## src/rtl/pipeline_ctrl.sv

```systemverilog
// pipeline_ctrl
// Sequencing unit for the five-stage MIPS pipeline. It generates the
// per-cycle load enables and bubble (flush) controls for the PC and the
// IF_ID, ID_EX, EX_MEM and MEM_WB latches. It freezes everything while a
// data access is outstanding, and inserts bubbles for load-use hazards and
// redirects. A halt becomes sticky once HALT reaches MEM and the pipeline
// advances.
//
// Optional feature macro: PIPE_PERF_EN
//   When it is defined, the cycle, stall and bubble performance counters
//   are implemented. When it is undefined, the counter outputs are tied to
//   0 and no counter flops exist.
//
// Ports
//   CLK, nRST                    clock and asynchronous active-low reset
//   ihit, dhit                   instruction fetch / data access completed
//   mem_dREN, mem_dWEN           load/store present in MEM
//   mem_halt                     HALT present in MEM
//   mem_br_taken                 branch resolved taken in MEM
//   id_jump                      J/JAL/JR decoded in ID
//   ex_memtoreg, ex_wsel         load in EX and its destination register
//   id_rs, id_rt, id_uses_rt     ID source registers and rt usage
//   pc_en .. memwb_en            stage load enables (combinational)
//   ifid/idex/exmem_flush        load a bubble instead of the input
//   dstall                       high while waiting on data memory
//   halt                         sticky halt
//   cyc_cnt, stall_cnt, bubble_cnt  performance counters
module pipeline_ctrl #(
   parameter int REGW = 5,
   parameter int CNTW = 32
) (
   input  logic            CLK,
   input  logic            nRST,
   input  logic            ihit,
   input  logic            dhit,
   input  logic            mem_dREN,
   input  logic            mem_dWEN,
   input  logic            mem_halt,
   input  logic            mem_br_taken,
   input  logic            id_jump,
   input  logic            ex_memtoreg,
   input  logic [REGW-1:0] ex_wsel,
   input  logic [REGW-1:0] id_rs,
   input  logic [REGW-1:0] id_rt,
   input  logic            id_uses_rt,
   output logic            pc_en,
   output logic            ifid_en,
   output logic            idex_en,
   output logic            exmem_en,
   output logic            memwb_en,
   output logic            ifid_flush,
   output logic            idex_flush,
   output logic            exmem_flush,
   output logic            dstall,
   output logic            halt,
   output logic [CNTW-1:0] cyc_cnt,
   output logic [CNTW-1:0] stall_cnt,
   output logic [CNTW-1:0] bubble_cnt
);

   typedef enum logic [1:0] {RUN, DWAIT, HALT} state_t;

   state_t state;
   state_t state_next;

   logic dpend;
   logic adv;
   logic lu;
   logic any_flush;

   // Hazard and advance terms
   always_comb begin
      dpend = mem_dREN | mem_dWEN;
      // When a data access is pending, the memory port serves data, so the
      // pipeline advances on dhit rather than ihit.
      adv   = (state != HALT) & (dpend ? dhit : ihit);
      lu    = ex_memtoreg & (ex_wsel != '0) &
              ((ex_wsel == id_rs) | (id_uses_rt & (ex_wsel == id_rt)));
   end

   // Stage enables and flushes. These are combinational so that they take
   // effect in the same cycle as their inputs.
   always_comb begin
      pc_en       = 1'b0;
      ifid_en     = 1'b0;
      idex_en     = 1'b0;
      exmem_en    = 1'b0;
      memwb_en    = 1'b0;
      ifid_flush  = 1'b0;
      idex_flush  = 1'b0;
      exmem_flush = 1'b0;
      if (adv) begin
         idex_en  = 1'b1;
         exmem_en = 1'b1;
         memwb_en = 1'b1;
         if (mem_br_taken) begin
            // A taken branch squashes everything younger than MEM. The
            // squash includes any load-use victim in ID.
            pc_en       = 1'b1;
            ifid_en     = 1'b1;
            ifid_flush  = 1'b1;
            idex_flush  = 1'b1;
            exmem_flush = 1'b1;
         end else if (dpend) begin
            // The memory port carried data this cycle, so no instruction
            // was fetched. A bubble goes into ID and the PC holds.
            ifid_en    = 1'b1;
            ifid_flush = 1'b1;
         end else if (lu) begin
            // Hold PC and IF_ID, and send a bubble into EX.
            idex_flush = 1'b1;
         end else if (id_jump) begin
            pc_en      = 1'b1;
            ifid_en    = 1'b1;
            ifid_flush = 1'b1;
         end else begin
            pc_en   = 1'b1;
            ifid_en = 1'b1;
         end
      end
   end

   assign any_flush = ifid_flush | idex_flush | exmem_flush;

   // Next-state logic
   always_comb begin
      state_next = state;
      case (state)
         RUN: begin
            if (mem_halt & adv)
               state_next = HALT;
            else if (dpend & ~dhit)
               state_next = DWAIT;
         end
         DWAIT: begin
            if (mem_halt & adv)
               state_next = HALT;
            else if (dhit)
               state_next = RUN;
         end
         HALT:    state_next = HALT;
         default: state_next = RUN;
      endcase
   end

   // State register. dstall and halt are registered views of the next state,
   // so each is valid for exactly the cycles spent in DWAIT or HALT.
   always_ff @(posedge CLK or negedge nRST) begin
      if (!nRST) begin
         state  <= RUN;
         dstall <= 1'b0;
         halt   <= 1'b0;
      end else begin
         state  <= state_next;
         dstall <= (state_next == DWAIT);
         halt   <= (state_next == HALT);
      end
   end

`ifdef PIPE_PERF_EN
   // Performance counters. They wrap naturally and freeze once halted.
   always_ff @(posedge CLK or negedge nRST) begin
      if (!nRST) begin
         cyc_cnt    <= '0;
         stall_cnt  <= '0;
         bubble_cnt <= '0;
      end else if (state != HALT) begin
         cyc_cnt <= cyc_cnt + 1'b1;
         if (!adv)
            stall_cnt <= stall_cnt + 1'b1;
         // Every load-use stall raises idex_flush, so any_flush covers it.
         if (adv & any_flush)
            bubble_cnt <= bubble_cnt + 1'b1;
      end
   end
`else
   assign cyc_cnt    = '0;
   assign stall_cnt  = '0;
   assign bubble_cnt = '0;

   logic unused_flush;
   assign unused_flush = any_flush;
`endif

endmodule

```

## config.mk

```make
export PLATFORM = sky130hd
export DESIGN_NAME = pipeline_ctrl
export DESIGN_NICKNAME = d
export VERILOG_FILES = /design/src/rtl/pipeline_ctrl.sv
export SDC_FILE = /design/constraint.sdc
export NUM_CORES = 1
export LEC_CHECK = 0
export BUFFER_PORTS_ARGS = -buffer_cell sky130_fd_sc_hd__buf_2
export CORE_MARGIN = 2
export CORE_UTILIZATION = 34
export DETAILED_ROUTE_END_ITERATION = 12
export PLACE_DENSITY = 0.82
export SLEW_MARGIN = 30
export SYNTH_ARGS = -nofsm -noshare
export SYNTH_HDL_FRONTEND = slang
export SYNTH_SLANG_ARGS = --single-unit
```

## constraint.sdc

```tcl
create_clock -name CLK -period 2.3 [get_ports CLK]
set_input_delay 0.575 -clock CLK [delete_from_list [all_inputs] [get_ports CLK]]
set_output_delay 0.575 -clock CLK [all_outputs]
set_load 0.1 [all_outputs]
```

==> flow_summary.ini <==
[timing]
period_share_pct = 108
drv_slew = 0
tns_ns = -0.738
rsz0062_at_grt = yes
hold_viol_final = 0
setup_viol = 5
max_clock_freq_mhz = 402
period_minus_slack_ns = 2.49
skew_ns = 0.00193
layout_setup_ws_ns = -0.187

[placement]
dp_cells = 231
hpwl_um = 1710
dpl_cell_area_sq_um = 1230
gp_congestion = 0.787
port_buffers = 35

[worst_setup_path]
cpMaxStageDelayCell = or4_4
critPathTopFamily = simple AND/OR/NAND/NOR gates
crit_fanout = 3
critical_path_buf_inv_count = 2
max_stage_delay_ns = 0.55
critPathRequiredTime_ns = 1.73
end_kind = output port
reg2reg_depth = 5
start_kind = input pin
path_depth = 6
worst_ep_arrival_time_ns = 1.91
critPathKind = input pin to output port
path_cells = buf_6 -> or4_4 -> o21ai_4 -> nor4b_4 -> a21o_4 -> buf_12

[cells_and_area]
regArea_sq_um = 100
final_core_util_pct = 43.8
syn_to_final_growth_pct = 20.7
nNetsFinal = 220
antenna_cells = 0
fin_cells = 236
fillCellCount = 289
design_area_sq_um = 1350
final_layout_size_suffix_gt1_share_pct = 35.4
multiInputGateArea_sq_um = 731

[synth]
synthAdderAreaFrac_pct = 0
synth_compound_area_share_pct = 9.30
synth_seq_cells = 4
synth_top_family_by_area = buffers and inverters
synth_warnings = 0
synthMuxAreaShare_pct = 0
yosysTopAreaCellShare_pct = 65.9
synthTopCellsByCount = 98 x buf_4, 10 x xnor2_1, 4 x dfrtp_1, 4 x nand2_1
yosysMostFrequentCell = buf_4
ys.flop_type = dfrtp_1
synth_seq_area_share_pct = 8.97
synth_edf_count = 0
yosys.area_share.simple_pct = 7.29
syn-instance-count = 142
yosysTopAreaCell = buf_4
async_reset_ff_share_pct = 100
syn_area_per_cell_sq_um = 7.86
yosysUniqueCellTypes = 25
syn_area_sq_um = 1120
synth.area.top_cells = buf_4 66%, dfrtp_1 9.0%, xnor2_1 7.8%
yosys.area_share.xor_xnor_pct = 7.85

[die]
die_x_um = 61.3
start_util_pct = 36.3
die_y_um = 61.3
die-area_sq_um = 3760
ios = 132
fp.coreArea_sq_um = 3080
rows = 20

[clock_tree]
clk_pin_slew_ns = 0.04
cts_buffer_depth = 2
cts.htree.levels = 1
root_buffer = clkbuf_4
clock-sinks = 4
cts_made_buffers = 3
clock_latency_ns = 0.24
cts_tree = built

[grt]
grt_overflow_total = 0
grt_pass1_vias = 618
grt_max_degree = 6
antenna_found_initial = 0
grt_first_pass_wirelength_um = 2590
track_usage_pct = 9.28

[power]
powerDensity_nw_per_um2 = 1200
pwr-share-comb_pct = 87.6
power_frac_clock_pct = 5.6
vdd_drop_max_mv = 0.436
p_sw_mw = 1.20
pwr-share-seq_pct = 6.8
cellInternalPower_mw = 0.417
switching_share_pct = 74.1
design_power_total_mw = 1.61
p_leak_nw = 0.739

[run_status]
failed_checks = negative setup slack
status = finished, violations left

[job]
max_cap_viol_count = 0

[detailed_routing]
drc = 0
wl_per_cell_um = 8.72
final_antenna_net_count = 0
drt_iter0_markers = 43
routed_wirelength_um = 2060
via_per_inst = 3.38
drt-pass1-iter-count = 3
num_vias = 798

[worst_hold_path]
hp-class = input pin to async pin
==> cells by family (layout without fill, tap and decap cells) <==
| family | after synthesis | in the layout |
|---|---|---|
| buf+inv | 99 | 54 |
| compound gates | 14 | 14 |
| simple gates | 14 | 14 |
| xor+xnor | 10 | 10 |
| flops | 4 | 4 |
| other cells | 1 | 96 |
==> worst paths after layout <==
check	startpoint	endpoint	slack [ns]
max	ex_wsel[1]	idex_flush	-0.19
min	nRST	dstall	0.13
max reg2reg	state[1]	state[1]	0.89
min reg2reg	state[1]	dstall	0.47
max in group asynchronous	nRST	state[1]	2.05
min in group CLK	state[1]	dstall	0.47
==> routing by layer <==
metal | GRT usage (%) | routed length (um)
met5 | 0 | 0
met4 | 2.80 | 17
met3 | 3.57 | 277
met2 | 18.5 | 1200
met1 | 8.47 | 559
==> state kept, by name, summed over array words and instances (netlist names) <==
name,count
halt,1
state,2
dstall,1
==> repair_timing <==
action,CTS,global route
resized for setup,10,6
hold buffers,0,0
hold endpoints to repair,0,0
setup endpoints to repair,5,8
buffers inserted,1,2
pin swaps,2,5
==> cell type report <==
type                    count  area share, %
clock buffers               3           1.67
well taps                  44           4.09
multi-input cells         134           54.2
inverters                   1          0.279
flip-flops and latches      4           7.43
repair buffers             50           32.3
==> worst reg2reg max path, cell delays in order (launching register included) <==
cell and delay [ns]:
dfrtp_1 0.37, nor2b_1 0.34, a21oi_4 0.08, buf_8 0.14, buf_8 0.13, a31o_2 0.23
==> stage by stage <==
step	setup slack [ns]	hold WS [ns]
3_5_place_dp	-0.286	0.382
4_1_cts	-0.183	0.119
2_1_floorplan	-0.757	0.279
6_report	-0.187	0.127
5_1_grt	-0.203	0.113
3_3_place_gp	-0.216	0.383
==> placed cells by master, fill, tap and decap left out, types with 2 or more instances in the layout <==
| master | netlist | final |
|---|---|---|
| buf_6 | 0 | 2 |
| a21oi_4 | 1 | 3 |
| nand2_1 | 4 | 4 |
| conb_1 | 1 | 96 |
| buf_2 | 0 | 25 |
| a211oi_1 | 2 | 2 |
| xnor2_1 | 10 | 10 |
| buf_12 | 0 | 8 |
| buf_8 | 0 | 2 |
| buf_4 | 98 | 13 |
| clkbuf_4 | 0 | 3 |
| o21ai_1 | 1 | 2 |
| dfrtp_1 | 4 | 4 |
| a31o_2 | 2 | 2 |
==> power by group through the flow <==
stage	registers, mW	logic, mW	clock network, mW
after floorplan	0.205	1.18	0
after global placement	0.109	1.36	0
after detailed placement	0.110	1.37	0
after CTS	0.110	1.40	0.0960
after global routing	0.112	1.44	0.104
final	0.110	1.41	0.0909
No activity file was read; power rests on OpenSTA's default activity.
